**config.mk**
```make
export PLATFORM = sky130hd
export DESIGN_NAME = uart_bus_slave
export DESIGN_NICKNAME = d
export VERILOG_FILES = /design/src/rtl/uart_bus_slave_pkg.sv /design/src/rtl/uart_tx_fifo.sv /design/src/rtl/uart_bus_slave.sv
export SDC_FILE = /design/constraint.sdc
export NUM_CORES = 1
export LEC_CHECK = 0
export BUFFER_PORTS_ARGS = -buffer_cell sky130_fd_sc_hd__buf_2
export CAP_MARGIN = 10
export CORE_MARGIN = 2
export CORE_UTILIZATION = 40
export DETAILED_ROUTE_END_ITERATION = 8
export GPL_ROUTABILITY_DRIVEN = 0
export GPL_TIMING_DRIVEN = 0
export MAX_ROUTING_LAYER = met4
export PLACE_DENSITY_LB_ADDON = 0.3
export SLEW_MARGIN = 20
export SYNTH_ARGS = -nofsm -noshare
export SYNTH_HDL_FRONTEND = slang
export SYNTH_SLANG_ARGS = --single-unit
```
**constraint.sdc**
```tcl
create_clock -name clk -period 3.25 [get_ports clk]
set_input_delay 0.65 -clock clk [delete_from_list [all_inputs] [get_ports clk]]
set_output_delay 0.65 -clock clk [all_outputs]
set_load 0.02 [all_outputs]
```
**src/rtl/uart_bus_slave_pkg.sv**
```systemverilog
// rtl/uart_bus_slave_pkg.sv - register offsets, status bit indices and FSM encodings for uart_bus_slave
package uart_bus_slave_pkg;

    localparam logic [1:0] UART_TXDATA = 2'd0;
    localparam logic [1:0] UART_STATUS = 2'd1;
    localparam logic [1:0] UART_DIV    = 2'd2;
    localparam logic [1:0] UART_RXDATA = 2'd3;

    localparam int ST_TX_FULL  = 0;
    localparam int ST_TX_EMPTY = 1;
    localparam int ST_TX_BUSY  = 2;
    localparam int ST_TX_OVF   = 3;
    localparam int ST_RX_VALID = 4;
    localparam int ST_RX_OVR   = 5;

    typedef enum logic [1:0] {
        TX_IDLE  = 2'd0,
        TX_START = 2'd1,
        TX_DATA  = 2'd2,
        TX_STOP  = 2'd3
    } tx_state_t;

    typedef enum logic [1:0] {
        RX_IDLE  = 2'd0,
        RX_START = 2'd1,
        RX_DATA  = 2'd2,
        RX_STOP  = 2'd3
    } rx_state_t;

endpackage

```
**src/rtl/uart_tx_fifo.sv**
```systemverilog
// rtl/uart_tx_fifo.sv - synchronous byte FIFO with extra-MSB pointers for full/empty
module uart_tx_fifo #(
    parameter int FIFO_DEPTH = 8
) (
    input  logic       clk,
    input  logic       rst,
    input  logic       push,
    input  logic [7:0] push_data,
    input  logic       pop,
    output logic [7:0] pop_data,
    output logic       full,
    output logic       empty
);

    localparam int AW = $clog2(FIFO_DEPTH);

    logic [AW:0] wr_ptr;
    logic [AW:0] rd_ptr;
    logic [7:0]  mem [FIFO_DEPTH];

    assign empty    = (wr_ptr == rd_ptr);
    assign full     = (wr_ptr[AW] != rd_ptr[AW]) && (wr_ptr[AW-1:0] == rd_ptr[AW-1:0]);
    assign pop_data = mem[rd_ptr[AW-1:0]];

    always_ff @(posedge clk) begin
        if (rst) begin
            wr_ptr <= '0;
            rd_ptr <= '0;
        end else begin
            if (push && !full) begin
                wr_ptr <= wr_ptr + 1'b1;
            end
            if (pop && !empty) begin
                rd_ptr <= rd_ptr + 1'b1;
            end
        end
    end

    always_ff @(posedge clk) begin
        if (push && !full) begin
            mem[wr_ptr[AW-1:0]] <= push_data;
        end
    end

endmodule

```
**src/rtl/uart_bus_slave.sv**
```systemverilog
// rtl/uart_bus_slave.sv - memory-mapped 8N1 UART with TX FIFO; RX path built only with UART_RX_EN
module uart_bus_slave
    import uart_bus_slave_pkg::*;
#(
    parameter int          FIFO_DEPTH = 8,
    parameter int unsigned DIV_RESET  = 433,
    parameter int          DIV_BITS   = 16
) (
    input  logic        clk,
    input  logic        rst,
    input  logic        r_en,
    input  logic [31:0] r_addr,
    output logic [31:0] r_data,
    input  logic        w_en,
    input  logic [31:0] w_addr,
    input  logic [31:0] w_data,
    input  logic [3:0]  w_strb,
    output logic        uart_tx,
    input  logic        uart_rx
);

    logic [DIV_BITS-1:0] div;
    logic                tx_ovf;
    logic                rx_valid;
    logic                rx_ovr;
    logic [7:0]          rx_byte;

    logic       fifo_push, fifo_pop, fifo_full, fifo_empty;
    logic [7:0] fifo_dout;

    tx_state_t           tx_state, tx_state_next;
    logic [DIV_BITS-1:0] bit_cnt;
    logic [2:0]          bit_idx;
    logic [7:0]          tx_shift;
    logic                tx_line;
    logic                bit_end;

    logic        wr_div, wr_status;
    logic [31:0] strb_mask;
    logic [31:0] status_word;
    logic [31:0] rd_mux;

    assign fifo_push = w_en && (w_addr[3:2] == UART_TXDATA) && w_strb[0];
    assign wr_div    = w_en && (w_addr[3:2] == UART_DIV);
    assign wr_status = w_en && (w_addr[3:2] == UART_STATUS) && w_strb[0];
    assign strb_mask = {{8{w_strb[3]}}, {8{w_strb[2]}}, {8{w_strb[1]}}, {8{w_strb[0]}}};

    uart_tx_fifo #(.FIFO_DEPTH(FIFO_DEPTH)) u_fifo (
        .clk       (clk),
        .rst       (rst),
        .push      (fifo_push),
        .push_data (w_data[7:0]),
        .pop       (fifo_pop),
        .pop_data  (fifo_dout),
        .full      (fifo_full),
        .empty     (fifo_empty)
    );

    assign bit_end = (bit_cnt == '0);

    always_comb begin
        tx_state_next = tx_state;
        fifo_pop      = 1'b0;
        tx_line       = 1'b1;
        case (tx_state)
            TX_IDLE: begin
                if (!fifo_empty) begin
                    fifo_pop      = 1'b1;
                    tx_state_next = TX_START;
                end
            end
            TX_START: begin
                tx_line = 1'b0;
                if (bit_end) tx_state_next = TX_DATA;
            end
            TX_DATA: begin
                tx_line = tx_shift[bit_idx];
                if (bit_end && bit_idx == 3'd7) tx_state_next = TX_STOP;
            end
            TX_STOP: begin
                if (bit_end) begin
                    // back-to-back frames go straight into the next start bit
                    if (!fifo_empty) begin
                        fifo_pop      = 1'b1;
                        tx_state_next = TX_START;
                    end else begin
                        tx_state_next = TX_IDLE;
                    end
                end
            end
            default: tx_state_next = TX_IDLE;
        endcase
    end

    always_ff @(posedge clk) begin
        if (rst) begin
            tx_state <= TX_IDLE;
            bit_cnt  <= '0;
            bit_idx  <= '0;
            tx_shift <= '0;
            uart_tx  <= 1'b1;
        end else begin
            tx_state <= tx_state_next;
            uart_tx  <= tx_line;
            if (fifo_pop) begin
                tx_shift <= fifo_dout;
                bit_idx  <= '0;
            end else if (tx_state == TX_DATA && bit_end) begin
                bit_idx <= bit_idx + 3'd1;
            end
            // reload only at bit boundaries so a DIV write never stretches the current bit
            if (fifo_pop || (tx_state != TX_IDLE && bit_end)) begin
                bit_cnt <= div;
            end else if (tx_state != TX_IDLE) begin
                bit_cnt <= bit_cnt - 1'b1;
            end
        end
    end

    always_ff @(posedge clk) begin
        if (rst) begin
            div    <= DIV_BITS'(DIV_RESET);
            tx_ovf <= 1'b0;
            r_data <= '0;
        end else begin
            if (wr_div) begin
                div <= (div & ~strb_mask[DIV_BITS-1:0]) | (w_data[DIV_BITS-1:0] & strb_mask[DIV_BITS-1:0]);
            end
            if (fifo_push && fifo_full) begin
                tx_ovf <= 1'b1;
            end else if (wr_status && w_data[ST_TX_OVF]) begin
                tx_ovf <= 1'b0;
            end
            if (r_en) begin
                r_data <= rd_mux;
            end
        end
    end

    always_comb begin
        status_word              = '0;
        status_word[ST_TX_FULL]  = fifo_full;
        status_word[ST_TX_EMPTY] = fifo_empty && (tx_state == TX_IDLE);
        status_word[ST_TX_BUSY]  = (tx_state != TX_IDLE);
        status_word[ST_TX_OVF]   = tx_ovf;
        status_word[ST_RX_VALID] = rx_valid;
        status_word[ST_RX_OVR]   = rx_ovr;
    end

    always_comb begin
        rd_mux = '0;
        case (r_addr[3:2])
            UART_STATUS: rd_mux = status_word;
            UART_DIV:    rd_mux = 32'(div);
            UART_RXDATA: rd_mux = {24'b0, rx_byte};
            default:     rd_mux = '0;
        endcase
    end

`ifdef UART_RX_EN
    logic                rx_s1, rx_s2, rx_prev;
    rx_state_t           rx_state, rx_state_next;
    logic [DIV_BITS-1:0] rx_cnt;
    logic [2:0]          rx_idx;
    logic [7:0]          rx_shift;
    logic                rx_done;
    logic                rd_rxdata;

    assign rd_rxdata = r_en && (r_addr[3:2] == UART_RXDATA);

    always_comb begin
        rx_state_next = rx_state;
        rx_done       = 1'b0;
        case (rx_state)
            RX_IDLE:  if (rx_prev && !rx_s2) rx_state_next = RX_START;
            RX_START: if (rx_cnt == '0) rx_state_next = rx_s2 ? RX_IDLE : RX_DATA;
            RX_DATA:  if (rx_cnt == '0 && rx_idx == 3'd7) rx_state_next = RX_STOP;
            RX_STOP: begin
                if (rx_cnt == '0) begin
                    rx_state_next = RX_IDLE;
                    rx_done       = rx_s2;
                end
            end
            default: rx_state_next = RX_IDLE;
        endcase
    end

    always_ff @(posedge clk) begin
        if (rst) begin
            rx_s1    <= 1'b1;
            rx_s2    <= 1'b1;
            rx_prev  <= 1'b1;
            rx_state <= RX_IDLE;
            rx_cnt   <= '0;
            rx_idx   <= '0;
            rx_shift <= '0;
            rx_byte  <= '0;
            rx_valid <= 1'b0;
            rx_ovr   <= 1'b0;
        end else begin
            rx_s1    <= uart_rx;
            rx_s2    <= rx_s1;
            rx_prev  <= rx_s2;
            rx_state <= rx_state_next;
            if (rx_state == RX_IDLE) begin
                // half a bit period puts the first sample near the middle of the start bit
                rx_cnt <= div >> 1;
                rx_idx <= '0;
            end else if (rx_cnt == '0) begin
                rx_cnt <= div;
                if (rx_state == RX_DATA) begin
                    rx_shift[rx_idx] <= rx_s2;
                    rx_idx           <= rx_idx + 3'd1;
                end
            end else begin
                rx_cnt <= rx_cnt - 1'b1;
            end
            if (rx_done) begin
                rx_byte  <= rx_shift;
                rx_valid <= 1'b1;
                if (rx_valid && !rd_rxdata) rx_ovr <= 1'b1;
            end else begin
                if (rd_rxdata) rx_valid <= 1'b0;
                if (wr_status && w_data[ST_RX_OVR]) rx_ovr <= 1'b0;
            end
        end
    end
`else
    assign rx_valid = 1'b0;
    assign rx_ovr   = 1'b0;
    assign rx_byte  = 8'h00;
`endif

    logic unused;
    assign unused = ^{r_addr[31:4], r_addr[1:0], w_addr[31:4], w_addr[1:0], w_data, strb_mask, uart_rx};

endmodule
```
==> run summary, run 1 <==
Post-synth EDFFs -> 64
CTS Buf Count -> 17
Clk pin slew, worst setup/hold paths -> 0.05 ns
Nets -> 743
global-route wire length before repair -> 22.33 mm
GRT busiest layer -> met2
Die Wd -> 129.2 um
Tot Pwr -> 6.017 mW
HP Start -> w_data[8]
CP Launch Type -> register
worst reg2reg path startpoint -> u_fifo.wr_ptr[0]
crit-path max FO -> 8
Ports -> 138
Power Density -> 813.6 nW/um^2
H-tree depth -> 4
number of clock sinks -> 135
top cells by area, synth -> edfxtp_1, dfxtp_1, mux4_2, a21oi_1, mux2i_1
Yosys reg bits -> 135
met3 Use GR -> 0.03509
relative slew slack -> 0.4738
Via-to-Cell Ratio -> 5.256
final setup vio count -> 0
Setup CP Type -> reg -> reg
Max clock buf depth -> 2
Area growth syn-to-layout -> 18.03%
met1 usage -> 0.2471
layout cells sized above 1 -> 0.2241
Die Footprint -> 16,680 sq um
clk root buf -> clkbuf_16
vias in the first global route -> 4,229
min cycle time layout -> 2.698 ns
initial antenna violation count -> 0
largest net degree at the start of global routing -> 17
# resized after CTS -> 0
Die Y -> 129.2 um
initial core utilization -> 0.4107
cells after synthesis -> 550
Avg Cell Area, Syn -> 11.39 sq um
grt ovf -> 0
I/O Buffers -> 40
Netlist cell types -> 61
yosys warns -> 0
Vias -> 4,462
GR Layer Usage met2 -> 0.2774
reg-to-reg critical path endpoint -> u_fifo.mem[6][2]
CP required -> 3.30 ns
setup TNS -> 0 ns
initial DRC count -> 316
CP Capture Type -> register
residual DRC count -> 0
Fillers -> 1,333
number of hold buffers added after CTS -> 0
Max Clk Rate -> 370.7 MHz
Antenna Diode Count -> 0
leakage -> 2.761 nW
final hold viol count -> 0
largest area contributor in the netlist -> edfxtp_1
VDD IR max -> 0.4395 mV
Final Max Tran Viols -> 0
core area -> 15,260 sq um
Post-DP HPWL -> 10.30 mm
status -> complete, no violations
setup bufs post-CTS -> 0
Synth Cell Area -> 6266 sq um
R2R Setup Slk -> 0.55 ns
CP arrival -> 2.75 ns
Final period util -> 0.8301
type of the worst min-delay path -> in -> reg
Max Cap Viol -> 0
Pre-antenna DRT Iters -> 5
final core utilization -> 0.4847
multi-input logic area -> 2615 sq um
Routed WL per cell -> 16.57 um
# rows -> 45
most common cell in the netlist -> dfxtp_1
worst skew pair latency -> 0.42 ns
R2R cell count -> 7
Tot GR Track Use -> 0.1819
worst hold path cell count -> 3
RSZ-0062 raised after global routing -> false
ANT nets after route -> 0
final wirelength -> 14.07 mm
design area -> 7396 sq um
Seq/Total Area, Yosys -> 0.5335
CTS tree -> built
dominant synthesized flop cell -> dfxtp_1
Commonest cells post-synth -> dfxtp_1, edfxtp_1, a21oi_1
share of the synthesized area in the top cell type -> 0.3067
clk_skew -> 0.009952 ns
Least-Margin Pin Slew -> 0.7821 ns
FFs w/ async S/R, synth -> 0
DP Area -> 6818 sq um
register area -> 3343 sq um
[through the flow]
step / hold slack [ns] / worst slack [ns] / std cells
2_1_floorplan: 0.4483 / 0.7865 / 565
3_3_place_gp: 0.4565 / 0.003350 / 816
3_5_place_dp: 0.4636 / 0.4934 / 817
4_1_cts: 0.4382 / 0.5178 / 849
5_1_grt: 0.4707 / 0.3759 / 849
6_report: 0.4589 / 0.5523 / 849
[worst max-delay path by stage]
stage,start,endpoint,slack [ns],cells after the start
CTS,u_fifo.wr_ptr[0],u_fifo.mem[6][0],0.52,7
floorplan,u_fifo.wr_ptr[0],u_fifo.mem[4][0],0.79,7
detailed placement,w_en,u_fifo.mem[6][6],0.49,7
finish,u_fifo.wr_ptr[0],u_fifo.mem[6][2],0.55,7
global placement,w_en,u_fifo.mem[0][0],0.003,6
global route,u_fifo.wr_ptr[0],u_fifo.mem[5][4],0.38,7
[critical path, cell delays in order (launching register included)]
cell      delay, ns
dfxtp_1        0.34
buf_4          0.17
xor2_1         0.33
nor4_1         0.18
nand2b_1       0.17
buf_2          0.18
or2_2          0.32
nor2_1         0.62
[per-layer routing]
layer	share of wire	vias up
li1	-	2136
met1	0.46	2168
met2	0.47	140
met3	0.059	18
met4	0.015	0
met5	0	-
[placed cells by master (no fill, tap or decap), types with 3 or more instances in the layout]
cell type   count
nand2b_1       14
nand4_1         3
nor2b_1         9
mux2i_1        23
a21oi_1        54
o21ai_0         5
dfxtp_1        71
a211oi_1        9
buf_4          20
clkbuf_16      17
buf_2          47
inv_1          26
nor4_1          3
ha_1           13
o32ai_1        12
nor3_2          5
buf_6           4
xor2_1          5
nand3_1        29
conb_1         16
mux4_2         18
nor2_1         31
clkinv_4        4
and3_1          3
a22o_1          3
or4_1           3
nand2_1        45
edfxtp_1       64
clkinvlp_4      3
clkbuf_1       18
nor3_1          7
or3_1           3
mux2_2          3
[where the power goes]
part,switching [mW],internal [mW]
clock,0.709,1.15
combinational,1.23,0.885
sequential,0.129,1.92
[logic make-up after synthesis]
kind of cell	share of synthesized area
and+or+nand+nor	0.1440
DFF	0.5335
AOI/OAI and AO/OA	0.1118
buffers and inverters	0.06230
muxes	0.1068
adders and majority gates	0.02596
xor gates and xnor gates	0.01498
other	0.0005985
[final cells by class]
class / instances / area share
timing repair buffer: 41 / 0.02774
sequential: 135 / 0.4520
inverter: 26 / 0.01320
buffer: 48 / 0.03959
clock inverter: 12 / 0.01776
multi-input combinational: 356 / 0.3536
clock buffer: 20 / 0.06040
tap: 211 / 0.03570
Power figures use the tool's default switching activity.
==> run 2, diff against run 1 <==
==> constraint.sdc (replaced) <==
create_clock -name clk -period 2.5 [get_ports clk]
set_input_delay 0.5 -clock clk [delete_from_list [all_inputs] [get_ports clk]]
set_output_delay 0.5 -clock clk [all_outputs]
set_load 0.02 [all_outputs]
==> run 2 against run 1 <==
- register-to-register slack got worse by 0.44 ns
- global-route usage barely moved
- clock power rose by 31%
- critical path type unchanged
- highest routed layer unchanged
==> run summary, run 2 (synthesis results as in run 1) <==
global-route wire length before repair -> 22.36 mm (+0.15%)
CP arrival -> 2.53 ns (-0.22 ns)
Die Y -> 129.2 um (unchanged)
GR Layer Usage met2 -> 0.2783 (+0.0009288)
Clk pin slew, worst setup/hold paths -> 0.06 ns (about the same)
Max Cap Viol -> 0 (unchanged)
GRT busiest layer -> met2
worst reg2reg path startpoint -> u_fifo.wr_ptr[2]
number of clock sinks -> 135 (unchanged)
Die Wd -> 129.2 um (unchanged)
commonest non-fill, non-tap cell in the layout -> dfxtp_1
CP required -> 2.64 ns (-0.66 ns)
status -> complete, no violations
Final Max Tran Viols -> 0 (unchanged)
Setup CP Type -> reg -> reg
layout cells sized above 1 -> 0.2320 (+0.007837)
Max Clk Rate -> 418.1 MHz (+13%)
initial antenna violation count -> 0 (unchanged)
Max clock buf depth -> 2 (unchanged)
RSZ-0062 raised after global routing -> true
initial DRC count -> 328 (+3.8%)
Fillers -> 1,319 (-1.1%)
# rows -> 45 (unchanged)
ANT nets after route -> 0 (unchanged)
relative slew slack -> 0.4980 (+0.02425)
CTS tree -> built
Ports -> 138 (unchanged)
Vias -> 4,498 (+0.81%)
Post-DP HPWL -> 10.30 mm (unchanged)
Area growth syn-to-layout -> 19.19%
Final period util -> 0.9567 (+0.1266)
worst skew pair latency -> 0.43 ns (about the same)
Tot GR Track Use -> 0.1820 (about the same)
largest net degree at the start of global routing -> 17 (unchanged)
Least-Margin Pin Slew -> 0.7489 ns (-0.03324 ns)
CP Launch Type -> register
multi-input logic area -> 2671 sq um (+2.2%)
R2R Setup Slk -> 0.11 ns (-0.44 ns)
CP Capture Type -> register
commonest non-fill, non-tap cells in the layout -> dfxtp_1, edfxtp_1, a21oi_1
Power Density -> 1056 nW/um^2 (+30%)
Pre-antenna DRT Iters -> 7 (+2)
Die Footprint -> 16,680 sq um (unchanged)
met3 Use GR -> 0.03509 (unchanged)
grt ovf -> 0 (unchanged)
clk_skew -> 0.01016 ns (+0.0002129 ns)
crit-path max FO -> 8 (unchanged)
type of the worst min-delay path -> in -> reg
met1 usage -> 0.2465 (-0.0005342)
Via-to-Cell Ratio -> 5.298 (+0.81%)
register area -> 3343 sq um (unchanged)
initial core utilization -> 0.4107 (unchanged)
vias in the first global route -> 4,228 (-0.024%)
final setup vio count -> 0 (unchanged)
core area -> 15,260 sq um (unchanged)
hold slack -> 0.3057 ns (-0.1532 ns)
VDD IR max -> 0.5893 mV (+34%)
number of hold buffers added after CTS -> 0 (unchanged)
clk root buf -> clkbuf_16
CTS Buf Count -> 17 (unchanged)
min cycle time layout -> 2.392 ns (-0.3060 ns)
residual DRC count -> 0 (unchanged)
final hold viol count -> 0 (unchanged)
H-tree depth -> 4 (unchanged)
I/O Buffers -> 40 (unchanged)
Nets -> 743 (unchanged)
Routed WL per cell -> 16.74 um (+1.1%)
leakage -> 2.763 nW (about the same)
final wirelength -> 14.21 mm (+1.1%)
HP Start -> w_data[8]
Antenna Diode Count -> 0 (unchanged)
Tot Pwr -> 7.889 mW (+31%)
CP startpoint -> u_fifo.wr_ptr[2]
## run 2: cell types whose count changed in the layout (fill, tap and decap cells not counted), moves of 2 or more
cell | before | now
nor3_2 | 5 | 2
nor3_4 | 1 | 4
nor2_1 | 31 | 29
nor2_4 | 0 | 2
## run 2: stage by stage
| step | util | setup WS [ns] | cell area [sq um] | TNS (ns) | std cells |
|---|---|---|---|---|---|
| 2_1_floorplan | - | 0.03655 | 6322 | 0 | 565 |
| 3_3_place_gp | 0.4448 | -0.6569 | 6787 | -17.03 | 816 |
| 3_5_place_dp | 0.4468 | -0.2214 | 6818 | -4.493 | 817 |
| 4_1_cts | 0.4861 | -0.02689 | 7417 | -0.1836 | 849 |
| 5_1_grt | 0.4895 | -0.03642 | 7468 | -0.3542 | 849 |
| 6_report | 0.4895 | 0.1083 | 7468 | 0 | 849 |
## run 2: cell type report
class,count,share of cell area
flip-flops and latches,135,0.4476
inverters,26,0.01307
clock inverters,12,0.01759
clock buffers,20,0.05981
well taps,211,0.03535
repair buffers,42,0.03016
multi-input cells,356,0.3577
plain buffers,47,0.03870
## run 2: path summary, 6_finish.rpt
kind | end | depth (start not counted)
worst max-delay path | u_fifo.mem[4][0] | 7
worst min register to register | r_data[9] | 2
worst min-delay path | register | 3
worst max register to register | u_fifo.mem[4][0] | 7
## run 2: report_power, final
part | leakage (nW) | internal (mW) | switching [mW]
Combinational | 1.34 | 1.16 | 1.63
Sequential | 1.15 | 2.50 | 0.170
Clock | 0.274 | 1.49 | 0.939
Total | 2.76 | 5.15 | 2.74
## run 2: metal layers
metal,part of all wire,up-vias
met4,0.014,0
met2,0.47,124
li1,-,2134
met1,0.47,2220
met5,0,-
met3,0.047,20
## run 2: timing repair
item	CTS	global route
pin swaps	0	1
setup endpoints to repair	24	58
setup buffers	0	1
gates resized for setup	5	5
## run 2: critical path: stages (launching register included)
cell	delay [ns]
dfxtp_1	0.59
xor2_2	0.29
nor4_2	0.11
nand2b_1	0.15
buf_2	0.20
or2_2	0.37
nor3_4	0.24
buf_12	0.16
==> run 3, diff against run 2 <==
--- a/config.mk
+++ b/config.mk
@@ -11,7 +11,6 @@
 export CORE_UTILIZATION = 40
 export DETAILED_ROUTE_END_ITERATION = 8
 export GPL_ROUTABILITY_DRIVEN = 0
-export GPL_TIMING_DRIVEN = 0
 export MAX_ROUTING_LAYER = met4
 export PLACE_DENSITY_LB_ADDON = 0.3
 export SLEW_MARGIN = 20
==> constraint.sdc (replaced) <==
create_clock -name clk -period 2.9 [get_ports clk]
set_input_delay 0.58 -clock clk [delete_from_list [all_inputs] [get_ports clk]]
set_output_delay 0.58 -clock clk [all_outputs]
set_load 0.02 [all_outputs]
==> run 3 against run 2 <==
- cell count decreased by 3.2%
- critical path type unchanged
- count of clock-buffer cells in the layout unchanged
- non-clock buffer count decreased by 27
- critical path depth is 1 lower
- total power down 18%
==> run summary, run 3 (synthesis results as in run 1) <==
Comb power frac -> 0.333 (-0.021)
Power Density -> 899.9 nW/um^2 (-15%)
CP Launch Type -> register
final hold viol count -> 0 (unchanged)
Final period util -> 0.8078 (-0.1489)
grt ovf -> 0 (unchanged)
Antenna Diode Count -> 0 (unchanged)
CP Capture Type -> register
clock power share -> 0.314 (+0.006)
commonest non-fill, non-tap cells in the layout -> dfxtp_1, edfxtp_1, a21oi_1
RSZ-0062 raised after global routing -> false
Vias -> 4,264 (-5.2%)
Area growth syn-to-layout -> 15.30%
CTS tree -> built
switching portion of total power -> 0.3484 (+0.001473)
Nets -> 716 (-3.6%)
vias in the first global route -> 4,107 (-2.9%)
Via-to-Cell Ratio -> 5.187 (-2.1%)
final wirelength -> 13.32 mm (-6.3%)
Post-DP HPWL -> 9.332 mm (-9.4%)
Die Wd -> 129.2 um (unchanged)
Pre-antenna DRT Iters -> 4 (-3)
crit-path max FO -> 8 (unchanged)
largest net degree at the start of global routing -> 63 (+46)
setup TNS -> 0 ns (unchanged)
# rows -> 45 (unchanged)
cell-internal power -> 4.236 mW (-18%)
VDD IR max -> 0.6040 mV (+2.5%)
reg-to-reg critical path endpoint -> u_fifo.mem[4][4]
clk_skew -> 0.01045 ns (+0.0002867 ns)
setup bufs post-CTS -> 0 (unchanged)
type of the worst min-delay path -> in -> reg
clk root buf -> clkbuf_16
initial antenna violation count -> 0 (unchanged)
H-tree depth -> 4 (unchanged)
final setup vio count -> 0 (unchanged)
I/O Buffers -> 42 (+5.0%)
CP arrival -> 2.46 ns (-0.07 ns)
commonest non-fill, non-tap cell in the layout -> dfxtp_1
Max Clk Rate -> 426.9 MHz (+2.1%)
NetSw -> 2.265 mW (-17%)
status -> complete, no violations
CP required -> 3.02 ns (+0.38 ns)
final core utilization -> 0.4735 (-0.01599)
worst hold path cell count -> 3 (unchanged)
# resized after CTS -> 0 (-5)
leakage -> 2.699 nW (-2.3%)
worst skew pair latency -> 0.42 ns (about the same)
Clk pin slew, worst setup/hold paths -> 0.06 ns (about the same)
Routed WL per cell -> 16.20 um (-3.2%)
HP Start -> w_data[9]
R2R Setup Slk -> 0.56 ns (+0.45 ns)
core area -> 15,260 sq um (unchanged)
CTS Buf Count -> 17 (unchanged)
Final Max Tran Viols -> 0 (unchanged)
relative slew slack -> 0.5342 (+0.03615)
residual DRC count -> 0 (unchanged)
number of hold buffers added after CTS -> 0 (unchanged)
Max clock buf depth -> 2 (unchanged)
Die Footprint -> 16,680 sq um (unchanged)
Least-Margin Pin Slew -> 0.6962 ns (-0.05271 ns)
min cycle time layout -> 2.343 ns (-0.04912 ns)
Fillers -> 1,350 (+2.4%)
layout cells sized above 1 -> 0.2160 (-0.01594)
number of clock sinks -> 135 (unchanged)
global-route wire length before repair -> 21.07 mm (-5.8%)
hold slack -> 0.3943 ns (+0.08861 ns)
Max Cap Viol -> 0 (unchanged)
Ports -> 138 (unchanged)
Seq pwr share -> 0.353 (+0.015)
Die Y -> 129.2 um (unchanged)
Placed Cells -> 790 (-3.3%)
Post-Layout Cell Count -> 822 (-3.2%)
Tot GR Track Use -> 0.1716 (-0.01045)
worst reg2reg path startpoint -> u_fifo.wr_ptr[0]
initial core utilization -> 0.4107 (unchanged)
Tot Pwr -> 6.501 mW (-18%)
ANT nets after route -> 0 (unchanged)
R2R cell count -> 6 (-1)
Setup CP Type -> reg -> reg
initial DRC count -> 364 (+11%)
## run 3: cell types whose count changed in the layout (fill, tap and decap cells not counted), sizes merged
cell and change:
buf -12, bufinv -2, clkbuf -15, clkinv -2
clkinvlp -2, inv +6
## run 3: critical path, cell delays in order (launching register included)
cell and delay (ns):
dfxtp_1 0.52, xor2_1 0.36, nor4_1 0.15, nand2b_1 0.28, or2_2 0.38, nor3_1 0.15
buf_4 0.22
## run 3: power groups by stage
| stage | logic [mW] | registers (mW) | clock network (mW) |
|---|---|---|---|
| 2_1_floorplan | 1.85 | 2.31 | 0 |
| 3_3_place_gp | 2.10 | 2.33 | 0 |
| 3_5_place_dp | 2.15 | 2.33 | 0 |
| 4_1_cts | 2.16 | 2.29 | 2.07 |
| 5_1_grt | 2.38 | 2.32 | 2.15 |
| 6_report | 2.17 | 2.29 | 2.04 |
## run 3: how the worst max path moves through the flow
stage	startpoint	endpoint	slack, ns	depth (start not counted)
6_report	u_fifo.wr_ptr[0]	u_fifo.mem[4][4]	0.56	6
5_1_grt	u_fifo.wr_ptr[0]	u_fifo.mem[4][1]	0.34	6
4_1_cts	u_fifo.wr_ptr[0]	u_fifo.mem[4][2]	0.54	6
3_5_place_dp	w_en	u_fifo.mem[4][2]	0.36	7
3_3_place_gp	w_en	u_fifo.mem[3][0]	0.41	6
2_1_floorplan	u_fifo.wr_ptr[0]	u_fifo.mem[4][0]	0.44	7
## run 3: cell type report
class / instances / area (sq um) / share of cell area
multi-input cells: 356 / 2589 / 0.3583
flip-flops and latches: 135 / 3343 / 0.4628
clock inverters: 12 / 87.58 / 0.01212
well taps: 211 / 264.0 / 0.03654
repair buffers: 62 / 360.3 / 0.04988
inverters: 26 / 97.59 / 0.01351
clock buffers: 20 / 483.0 / 0.06685
## run 3: routing by layer
| layer | routed length, um | GRT usage | share of wire |
|---|---|---|---|
| met1 | 6336 | 0.2253 | 0.48 |
| met2 | 6353 | 0.2625 | 0.48 |
| met3 | 498 | 0.04046 | 0.037 |
| met4 | 127 | 0.05818 | 0.0095 |
| met5 | 0 | - | 0 |
## run 3: through the flow
step / setup slack, ns / instance area (sq um)
3_3_place_gp: 0.4136 / 6654
4_1_cts: 0.5446 / 7224
2_1_floorplan: 0.4365 / 6322
5_1_grt: 0.3438 / 7224
6_report: 0.5574 / 7224
3_5_place_dp: 0.3562 / 6654
